### src/rtl/ps2_rx_fifo.sv
// PS/2 device-to-host receiver: input synchroniser and glitch filter,
// 11-bit frame decoder with parity/stop/timeout checks, FWFT byte FIFO
// and a level interrupt for the host.
module ps2_rx_fifo #(
    parameter int unsigned CLK_HZ       = 25_000_000,
    parameter int unsigned PS2_HZ       = 10_000,
    parameter int unsigned TIMEOUT_BITS = 2,
    parameter int unsigned FILTER_LEN   = 4,
    parameter int unsigned FIFO_DEPTH   = 4
) (
    input  logic                                clk,
    input  logic                                reset,
    input  logic                                ps2_clk,
    input  logic                                ps2_data,
    input  logic                                rd_en,
    input  logic                                int_clear,
    output logic [7:0]                          rd_data,
    output logic                                rd_valid,
    output logic [$clog2(FIFO_DEPTH+1)-1:0]     fifo_count,
    output logic                                parity_err,
    output logic                                frame_err,
    output logic                                overflow,
    output logic                                interrupt
);

    localparam int unsigned BIT_CYC = CLK_HZ / PS2_HZ;
    localparam int unsigned TO_CYC  = TIMEOUT_BITS * BIT_CYC;
    localparam int unsigned TW      = $clog2(TO_CYC + 1);
    localparam int unsigned FW      = $clog2(FILTER_LEN + 1);
    localparam int unsigned AW      = $clog2(FIFO_DEPTH);
    localparam int unsigned CW      = $clog2(FIFO_DEPTH + 1);

    typedef enum logic [1:0] {S_IDLE, S_DATA, S_PARITY, S_STOP} state_t;

    // Input path state
    logic [1:0]    clk_s_q, clk_s_d, dat_s_q, dat_s_d;
    logic          clk_f_q, clk_f_d, dat_f_q, dat_f_d;
    logic [FW-1:0] clk_cnt_q, clk_cnt_d, dat_cnt_q, dat_cnt_d;
    logic          fall;

    // Frame decoder state
    state_t        state_q, state_d;
    logic [2:0]    idx_q, idx_d;
    logic [7:0]    sh_q, sh_d;
    logic          par_q, par_d;
    logic [TW-1:0] to_q, to_d;
    logic          push, set_perr, set_ferr;

    // FIFO and flag state
    logic [7:0]    mem_q [FIFO_DEPTH];
    logic [7:0]    mem_d [FIFO_DEPTH];
    logic [AW-1:0] wr_ptr_q, wr_ptr_d, rd_ptr_q, rd_ptr_d;
    logic [CW-1:0] cnt_q, cnt_d;
    logic [7:0]    rd_data_q, rd_data_d;
    logic          rd_valid_q, rd_valid_d;
    logic          perr_q, perr_d, ferr_q, ferr_d, ovf_q, ovf_d;
    logic          int_q, int_d;
    logic          pop, full, set_ovf;

    // Synchroniser shift and glitch filter: level flips after FILTER_LEN differing samples
    always_comb begin
        clk_s_d   = {clk_s_q[0], ps2_clk};
        dat_s_d   = {dat_s_q[0], ps2_data};
        clk_f_d   = clk_f_q;
        dat_f_d   = dat_f_q;
        clk_cnt_d = '0;
        dat_cnt_d = '0;
        if (clk_s_q[1] != clk_f_q) begin
            if (clk_cnt_q == FW'(FILTER_LEN - 1)) clk_f_d = clk_s_q[1];
            else                                  clk_cnt_d = clk_cnt_q + FW'(1);
        end
        if (dat_s_q[1] != dat_f_q) begin
            if (dat_cnt_q == FW'(FILTER_LEN - 1)) dat_f_d = dat_s_q[1];
            else                                  dat_cnt_d = dat_cnt_q + FW'(1);
        end
        fall = clk_f_q & ~clk_f_d;
    end

    // Frame decoder with mid-frame timeout abort
    always_comb begin
        state_d  = state_q;
        idx_d    = idx_q;
        sh_d     = sh_q;
        par_d    = par_q;
        to_d     = '0;
        push     = 1'b0;
        set_perr = 1'b0;
        set_ferr = 1'b0;
        if (state_q != S_IDLE && to_q == TW'(TO_CYC)) begin
            state_d  = S_IDLE;
            set_ferr = 1'b1;
        end else begin
            if (state_q != S_IDLE && !fall) to_d = to_q + TW'(1);
            if (fall) begin
                case (state_q)
                    S_IDLE: begin
                        if (!dat_f_q) begin
                            state_d = S_DATA;
                            idx_d   = 3'd0;
                        end else begin
                            set_ferr = 1'b1;
                        end
                    end
                    S_DATA: begin
                        sh_d[idx_q] = dat_f_q;
                        idx_d       = idx_q + 3'd1;
                        if (idx_q == 3'd7) state_d = S_PARITY;
                    end
                    S_PARITY: begin
                        par_d   = dat_f_q;
                        state_d = S_STOP;
                    end
                    S_STOP: begin
                        state_d = S_IDLE;
                        if (!dat_f_q)              set_ferr = 1'b1;
                        else if (^{sh_q, par_q})   push     = 1'b1;
                        else                       set_perr = 1'b1;
                    end
                    default: state_d = S_IDLE;
                endcase
            end
        end
    end

    // FWFT FIFO, sticky flags and registered host-facing outputs
    always_comb begin
        full     = (cnt_q == CW'(FIFO_DEPTH));
        pop      = rd_en & (cnt_q != '0);
        set_ovf  = push & full & ~pop;
        mem_d    = mem_q;
        wr_ptr_d = wr_ptr_q;
        rd_ptr_d = rd_ptr_q;
        cnt_d    = cnt_q;
        if (push && !set_ovf) begin
            mem_d[wr_ptr_q] = sh_q;
            wr_ptr_d        = wr_ptr_q + AW'(1);
        end
        if (pop) rd_ptr_d = rd_ptr_q + AW'(1);
        if (push && !set_ovf && !pop) cnt_d = cnt_q + CW'(1);
        else if (pop && !(push && !set_ovf)) cnt_d = cnt_q - CW'(1);
        rd_valid_d = (cnt_d != '0);
        rd_data_d  = rd_valid_d ? mem_d[rd_ptr_d] : 8'h00;
        perr_d     = (perr_q & ~int_clear) | set_perr;
        ferr_d     = (ferr_q & ~int_clear) | set_ferr;
        ovf_d      = (ovf_q  & ~int_clear) | set_ovf;
        int_d      = rd_valid_d | perr_d | ferr_d | ovf_d;
    end

    // State registers
    always_ff @(posedge clk or posedge reset) begin
        if (reset) begin
            clk_s_q    <= 2'b11;
            dat_s_q    <= 2'b11;
            clk_f_q    <= 1'b1;
            dat_f_q    <= 1'b1;
            clk_cnt_q  <= '0;
            dat_cnt_q  <= '0;
            state_q    <= S_IDLE;
            idx_q      <= 3'd0;
            sh_q       <= 8'h00;
            par_q      <= 1'b0;
            to_q       <= '0;
            mem_q      <= '{default: 8'h00};
            wr_ptr_q   <= '0;
            rd_ptr_q   <= '0;
            cnt_q      <= '0;
            rd_data_q  <= 8'h00;
            rd_valid_q <= 1'b0;
            perr_q     <= 1'b0;
            ferr_q     <= 1'b0;
            ovf_q      <= 1'b0;
            int_q      <= 1'b0;
        end else begin
            clk_s_q    <= clk_s_d;
            dat_s_q    <= dat_s_d;
            clk_f_q    <= clk_f_d;
            dat_f_q    <= dat_f_d;
            clk_cnt_q  <= clk_cnt_d;
            dat_cnt_q  <= dat_cnt_d;
            state_q    <= state_d;
            idx_q      <= idx_d;
            sh_q       <= sh_d;
            par_q      <= par_d;
            to_q       <= to_d;
            mem_q      <= mem_d;
            wr_ptr_q   <= wr_ptr_d;
            rd_ptr_q   <= rd_ptr_d;
            cnt_q      <= cnt_d;
            rd_data_q  <= rd_data_d;
            rd_valid_q <= rd_valid_d;
            perr_q     <= perr_d;
            ferr_q     <= ferr_d;
            ovf_q      <= ovf_d;
            int_q      <= int_d;
        end
    end

    assign rd_data    = rd_data_q;
    assign rd_valid   = rd_valid_q;
    assign fifo_count = cnt_q;
    assign parity_err = perr_q;
    assign frame_err  = ferr_q;
    assign overflow   = ovf_q;
    assign interrupt  = int_q;

endmodule

### config.mk
export PLATFORM = sky130hd
export DESIGN_NAME = ps2_rx_fifo
export DESIGN_NICKNAME = d
export VERILOG_FILES = /design/src/rtl/ps2_rx_fifo.sv
export SDC_FILE = /design/constraint.sdc
export NUM_CORES = 1
export LEC_CHECK = 0
export CORE_UTILIZATION = 38
export CTS_CLUSTER_DIAMETER = 200
export DETAILED_ROUTE_END_ITERATION = 8
export GPL_TIMING_DRIVEN = 1
export PLACE_DENSITY_LB_ADDON = 0.3
export SLEW_MARGIN = 5
export SYNTH_ARGS = -nofsm -noshare
export SYNTH_HDL_FRONTEND = slang
export SYNTH_SLANG_ARGS = --single-unit
### constraint.sdc
create_clock -name clk -period 4 [get_ports clk]
set_input_delay 0.4 -clock clk [delete_from_list [all_inputs] [get_ports clk]]
set_output_delay 0.4 -clock clk [all_outputs]
set_load 0.02 [all_outputs]
* Word level (Yosys, flattened, before mapping)
Index checks and enable logic that the tools add are counted.
** Storage, ports and cells
- Register bits :: 91
** Cells by class
- Add/sub/neg operators :: 8
- $lt $le $gt $ge :: 5
- Eq/ne operators :: 13
- Mux-type cells :: 44
- Bitwise gates (word level) :: 19
- Reductions and logical operators :: 23
** Operator list (number)
- bitwise mux 32 bit :: 1
- 2-to-1 mux 32 bit :: 1
- 2-to-1 mux 8 bit :: 4
- 2-to-1 mux 13 bit :: 2
- 2-to-1 mux 3 bit :: 7
- 2-to-1 mux 1 bit :: 17
- binary-select mux 8 bit (select 2 bit) :: 1
- demux 8 bit (select 2 bit) :: 1
- adder 13 x 1 -> 13 bit (second input constant) :: 1
- == test 13 bit (second input constant) :: 1
- adder 3 x 1 -> 3 bit (second input constant) :: 4
- 2-to-1 mux 2 bit :: 5
- AND reduction 3 bit :: 3
- parity 9 bit :: 1
- bitwise mux 8 bit :: 1
- case mux 2 bit (4 select lines) :: 1
- AND 1 bit :: 7
- logical AND 1 bit :: 7
- == test 3 x 2 -> 1 bit (second input constant) :: 2
- == test 3 bit (second input constant) :: 2
- greater-or-equal comparator 3 bit (second input constant) :: 2
- != test 3 bit (second input constant) :: 2
- inverter 2 -> 3 bit :: 2
- bitwise OR 1 bit :: 6
- other kinds (19) :: 31

* Longest topological paths before layout
- Word-level depth :: 19
- Depth in mapped cells :: 11
- Mapped depth without buffers :: 10

* Worst setup path before layout
Ideal clock, no wire load.
- Path kind :: register to register
- Start :: register state_q[0]
- End :: register int_q, in the netlist interrupt
- Setup time :: 0.139 ns
- Arrival time :: 3.229 ns
- Slack :: 0.633 ns
- Cell stages (with the launch flop) :: 12
- Buffers on the path :: 2
- Clock period less this slack :: 3.367 ns
- Cell sequence :: dfrtp_1 -> inv_1 -> ha_1 -> nor4bb_1 -> and4_1 -> clkbuf_1 -> nor4_1 -> nor4_1 -> or4_4 -> or4b_1 -> buf_4 -> or4_4
** Between the ends
- Word-level cells in the longest chain between the ends :: 16
- Elaborated cells on any way between the ends :: 29
- Classes of those cells :: eq/ne: 1; mux: 11; bitwise: 8; reduce/logical: 9
** RTL lines
- from (decl) :: line 42 : state_t state_q, state_d;
- from (signal assigned) :: line 180 : state_q <= state_d;
- == test 2 bit :: line 95 : case (state_q)
- 2-to-1 mux 1 bit :: line 95
- 2-to-1 mux 1 bit :: line 94 : if (fall) begin
- 2-to-1 mux 1 bit * :: line 89 : if (state_q != S_IDLE && to_q == TW'(TO_CYC)) begin
- AND 1 bit (2 in series) :: line 129 : set_ovf = push & full & ~pop;
- logical NOT 1 bit :: line 139, 140
- logical AND 1 bit * :: line 139, 140
- logical NOT 1 bit :: line 140 : else if (pop && !(push && !set_ovf)) cnt_d = cnt_q - CW'(1);
- logical AND 1 bit :: line 140
- 2-to-1 mux 3 bit :: line 140
- 2-to-1 mux 3 bit * :: line 139 : if (push && !set_ovf && !pop) cnt_d = cnt_q + CW'(1);
- net cnt_d[0] :: line 53 : logic [CW-1:0] cnt_q, cnt_d;
- nonzero test 3 bit * :: line 141 : rd_valid_d = (cnt_d != '0);
- net rd_valid_d :: line 55 : logic rd_valid_q, rd_valid_d;
- bitwise OR 1 bit * (3 in series) :: line 146 : int_d = rd_valid_d | perr_d | ferr_d | ovf_d;
- net int_d :: line 57 : logic int_q, int_d;
- to (signal assigned) :: line 194 : int_q <= int_d;
- to (decl) :: line 57
The timed path passes the listed nets; every way through them passes the cells marked *.
A chain may end at the register's enable or synchronous reset.

* Worst setup path after layout
- Start :: register clk_cnt_q[0]
- End :: register int_q, in the netlist interrupt
** Between the ends
- Word-level cells in the longest chain between the ends :: 19
- Elaborated cells on any way between the ends :: 27
- Classes of those cells :: eq/ne: 1; mux: 10; bitwise: 10; reduce/logical: 6
** RTL lines
- from (decl) :: line 38 : logic [FW-1:0] clk_cnt_q, clk_cnt_d, dat_cnt_q, dat_cnt_d;
- from (signal assigned) :: line 178 : clk_cnt_q <= clk_cnt_d;
- == test 3 x 2 -> 1 bit * :: line 69 : if (clk_cnt_q == FW'(FILTER_LEN - 1)) clk_f_d = clk_s_q[1];
- 2-to-1 mux 1 bit * :: line 69
- 2-to-1 mux 1 bit * :: line 68 : if (clk_s_q[1] != clk_f_q) begin
- inverter 1 bit * :: line 76 : fall = clk_f_q & ~clk_f_d;
- AND 1 bit * :: line 76
- 2-to-1 mux 1 bit * :: line 94
- 2-to-1 mux 1 bit * :: line 89
- AND 1 bit (2 in series) :: line 129
- (+2 left out)
- logical NOT 1 bit :: line 140
- logical AND 1 bit :: line 140
- 2-to-1 mux 3 bit :: line 140
- 2-to-1 mux 3 bit * :: line 139
- net cnt_d[0] :: line 53
- nonzero test 3 bit * :: line 141
- bitwise OR 1 bit * (3 in series) :: line 146
- net int_d :: line 57
Marked as above.

==> results.md <==
- Commonest cells after routing, fill and taps aside: dfrtp_1, mux2_2, nor2_1, nor3_1
- Post-synth cell types: 55
- Avg WL per Cell: 15.6 um
- CP arrival: 3.75 ns
- Async SR Flop Fraction: between 90% and 100%
- Status: finished, violations left
- Crit Path Class: register to register
- Hold Path Class: register to register
- Port Buffers: 21
- # diodes: 0
- Worst reg2reg setup slack: 0.47 ns
- Drt first pass iters: 7
- Largest family of logic cells by synthesized area: simple AND/OR/NAND/NOR gates
- Worst-Skew Late Latency: 0.35 ns
- H-tree lvl count: 3
- Final Cell Area: 5160 um2
- WL final: 8850 um
- Max-slew headroom: between 40% and 50%
- CP required: 4.22 ns
- Min-Delay Path Depth: 0
- RePlAce Congestion: 0.840
- CP endpoint kind: register
- Startpoint types: register
- Total track usage: 15.8%
- EDFF count, synth: 0
- Critical Path, Cell by Cell: ha_1 -> nor4bb_1 -> nand3_1 -> nor4_1 -> nor4_1 -> or4_4 -> or4b_1 -> or4_4
- Most common cell after layout, fill and taps aside: dfrtp_1
- Die Area: 12,300 um2
- Synth Area in Compound Gates: 9.84%
- Syn_nets: 421
- Util after Layout: 44.8%
- Global route total overflow: 0
- First-pass GRT wire length: 15,600 um
- Starting Density: 39.2%
- CTS tree: done
- Max clock buf depth: 2
- Post-Syn Area: 4510 um2
- PostCTS Resize Cnt: 0
- Max-Cap Viols: 0
- Lkg Pwr: roughly 2.3 nW
- Reg-to-Reg Start: clk_cnt_q[0]$_DFF_PP0_
- Clock buffer count from CTS: 9
- Post-route DRC violation count: 5
- Crit-path max cell delay: 0.54 ns
- Slew of the pin with the lowest slew margin: 0.885 ns
- Post-DRT Antenna Nets: 0
- Seq/Total Area, Yosys: 50.6%
- CTS root buf: clkbuf_16
- HP Start: dat_s_q[0]$_DFF_PP1_
- Post-DP HPWL: 6330 um
- Mapped Avg Cell Area: 11.3 um2
- Dpl cell area: between 4000 and 5000 um2
- Layout cell share with drive strength beyond 1: 18.9%
- Clock Pin Slew Worst Setup and Hold Paths: 0.06 ns
- Worst supply voltage drop on vdd: roughly 0.00021 V
- Via density per instance: 5.32
- Iter 0 DRT Violations: 128
- Vias: around 3.0k
- Tcrit/Tclk final: 88.3%
- Yosys warnings: 0
- CP max stage cell: nor4bb_1
- Initial antenna violation count: 0
- Area share of fa/ha/maj cells after synthesis: 4.71%
- Die width: 111 um
- Top Family by Delay on Critical Path: simple AND/OR/NAND/NOR gates
- Buf/Inv on CP: 0
- Unrepaired setup endpoints after global routing: no
- Hold_buf cts: 0
- Clock Skews: approximately 0.0086 ns
- R2R Path End: interrupt$_DFF_PP0_
- Vias in the first global route: 3,166
- Post-CTS Setup Bufs: 0
- Die height: 111 um
- Final hold vios: 0
- I/O pins: 22
- Final setup vio count: 0
- Setup TNS Final: 0 ns
- Peak Freq: 283 MHz
- Highest fanout seen on the critical path: 4
- Pwr dens: 601 nW/um2
- Post-synthesis mux area share: 11.4%
- Area growth syn-to-layout: 14.3%
- Nets: about 440
- Hold EP: dat_s_q[1]$_DFF_PP1_
- Largest net degree at the start of global routing: 37
- Ys flop type: dfrtp_1
- Xor/xnor share of the synthesized area: 5.91%
- Fin crit period: 3.53 ns
- Pins Over Slew Limit: 0
- # rows: 39
- Simple logic cell fraction of the synthesized area: 14.1%
- Failing checks: design-rule violations
- Cells after Synth: 398
- Critical path depth: 8
- # clock sinks: 91
- #FFs+latches synth: between 90 and 100
- Core area: 11,500 um2
- Worst-case reg-to-reg path depth: 8
- Layout fillers: 1,072
## registers in the layout, indices dropped and copies added (netlist names), 2 cells and up
register    cells
rd_ptr_q        2
clk_cnt_q       3
clk_s_q         2
state_q         2
idx_q           3
wr_ptr_q        2
dat_cnt_q       3
fifo_count      3
rd_data         8
to_q           13
dat_s_q         2
mem_q          32
sh_q            8
## layout make-up
class,instances,area [um2],area share (%)
Clock buffer,11,253,4.90
Clock inverter,5,45.0,0.873
Inverter,18,68.8,1.33
Multi-Input combinational cell,272,2070,40.2
Sequential cell,91,2280,44.3
Tap cell,143,179,3.47
Timing Repair Buffer,27,255,4.95
## cells in the mapped netlist (2+ instances only)
library cell / instances / area (um2)
nand2_1: 21 / 78.8
ha_1: 17 / 213
inv_1: 18 / 67.6
o22ai_1: 16 / 100
nand2b_1: 5 / 31.3
a22o_1: 2 / 17.5
buf_4: 3 / 22.5
mux2i_1: 3 / 30.0
clkbuf_1: 7 / 26.3
xnor2_2: 2 / 32.5
a41o_1: 3 / 30.0
buf_2: 4 / 20.0
nor2b_1: 3 / 18.8
xor2_1: 9 / 78.8
o21ai_0: 6 / 30.0
a32o_1: 2 / 20.0
nand4_1: 3 / 18.8
o211ai_1: 3 / 22.5
a21oi_1: 3 / 15.0
o21a_1: 8 / 60.1
or3_1: 2 / 12.5
nor3_1: 27 / 135
xnor2_1: 10 / 87.6
nor4bb_1: 2 / 20.0
nor4_1: 5 / 31.3
mux2_2: 43 / 484
and4_1: 2 / 17.5
nand3_1: 10 / 50.1
nor2_1: 30 / 113
nor3b_1: 4 / 30.0
or4_4: 2 / 22.5
o31ai_1: 9 / 67.6
buf_1: 2 / 7.51
dfrtp_1: 85 / 2130
o41ai_1: 2 / 17.5
dfstp_2: 6 / 158
## worst max path at each step
stage	startpoint	endpoint
floorplan	state_q[0]$_DFFE_PP0P_	interrupt$_DFF_PP0_
global placement	clk_cnt_q[0]$_DFF_PP0_	interrupt$_DFF_PP0_
detailed placement	clk_cnt_q[0]$_DFF_PP0_	interrupt$_DFF_PP0_
CTS	clk_cnt_q[0]$_DFF_PP0_	interrupt$_DFF_PP0_
global route	clk_cnt_q[0]$_DFF_PP0_	interrupt$_DFF_PP0_
finish	clk_cnt_q[0]$_DFF_PP0_	interrupt$_DFF_PP0_
## per-stage QoR
| stage | total power, mW | worst slack [ns] | cells | hold WS, ns |
|---|---|---|---|---|
| floorplan | 1.93 | 0.633 | 398 | 0.345 |
| global placement | 2.25 | 0.569 | 551 | 0.348 |
| detailed placement | 2.28 | 0.505 | 551 | 0.347 |
| CTS | 3.12 | 0.448 | 567 | 0.356 |
| global route | 3.29 | 0.313 | 567 | 0.364 |
| finish | 3.10 | 0.469 | 567 | 0.355 |
## power by group
part / switching [mW] / total [mW] / internal, mW
combinational: 0.656 / 1.13 / 0.476
sequential: 0.0904 / 1.13 / 1.04
clock: 0.368 / 0.832 / 0.464
total: 1.11 / 3.10 / 1.98
## routing by layer
metal / vias up / wire (um) / GRT usage, %
met4: 0 / 63 / 6.85
met3: 6 / 343 / 3.55
met1: 1477 / 4190 / 21.0
met2: 56 / 4250 / 24.9
li1: 1477 / - / -
met5: - / 0 / 0
## cells by family after synthesis
| kind of cell | count (synthesis) |
|---|---|
| XOR/XNOR | 24 |
| buffers and inverters | 35 |
| AND/OR/NAND/NOR | 123 |
| AO/OA/AOI/OAI | 62 |
| adder cells (fa/ha/maj) | 17 |
| flip-flops | 91 |
| multiplexers | 46 |
## worst register-to-register path, stage by stage, from the launching register on
cell	delay (ns)
dfrtp_1	0.37
ha_1	0.20
nor4bb_1	0.54
nand3_1	0.24
nor4_1	0.40
nor4_1	0.10
or4_4	0.50
or4b_1	0.53
or4_4	0.53
No activity file was read; power rests on OpenSTA's default activity.
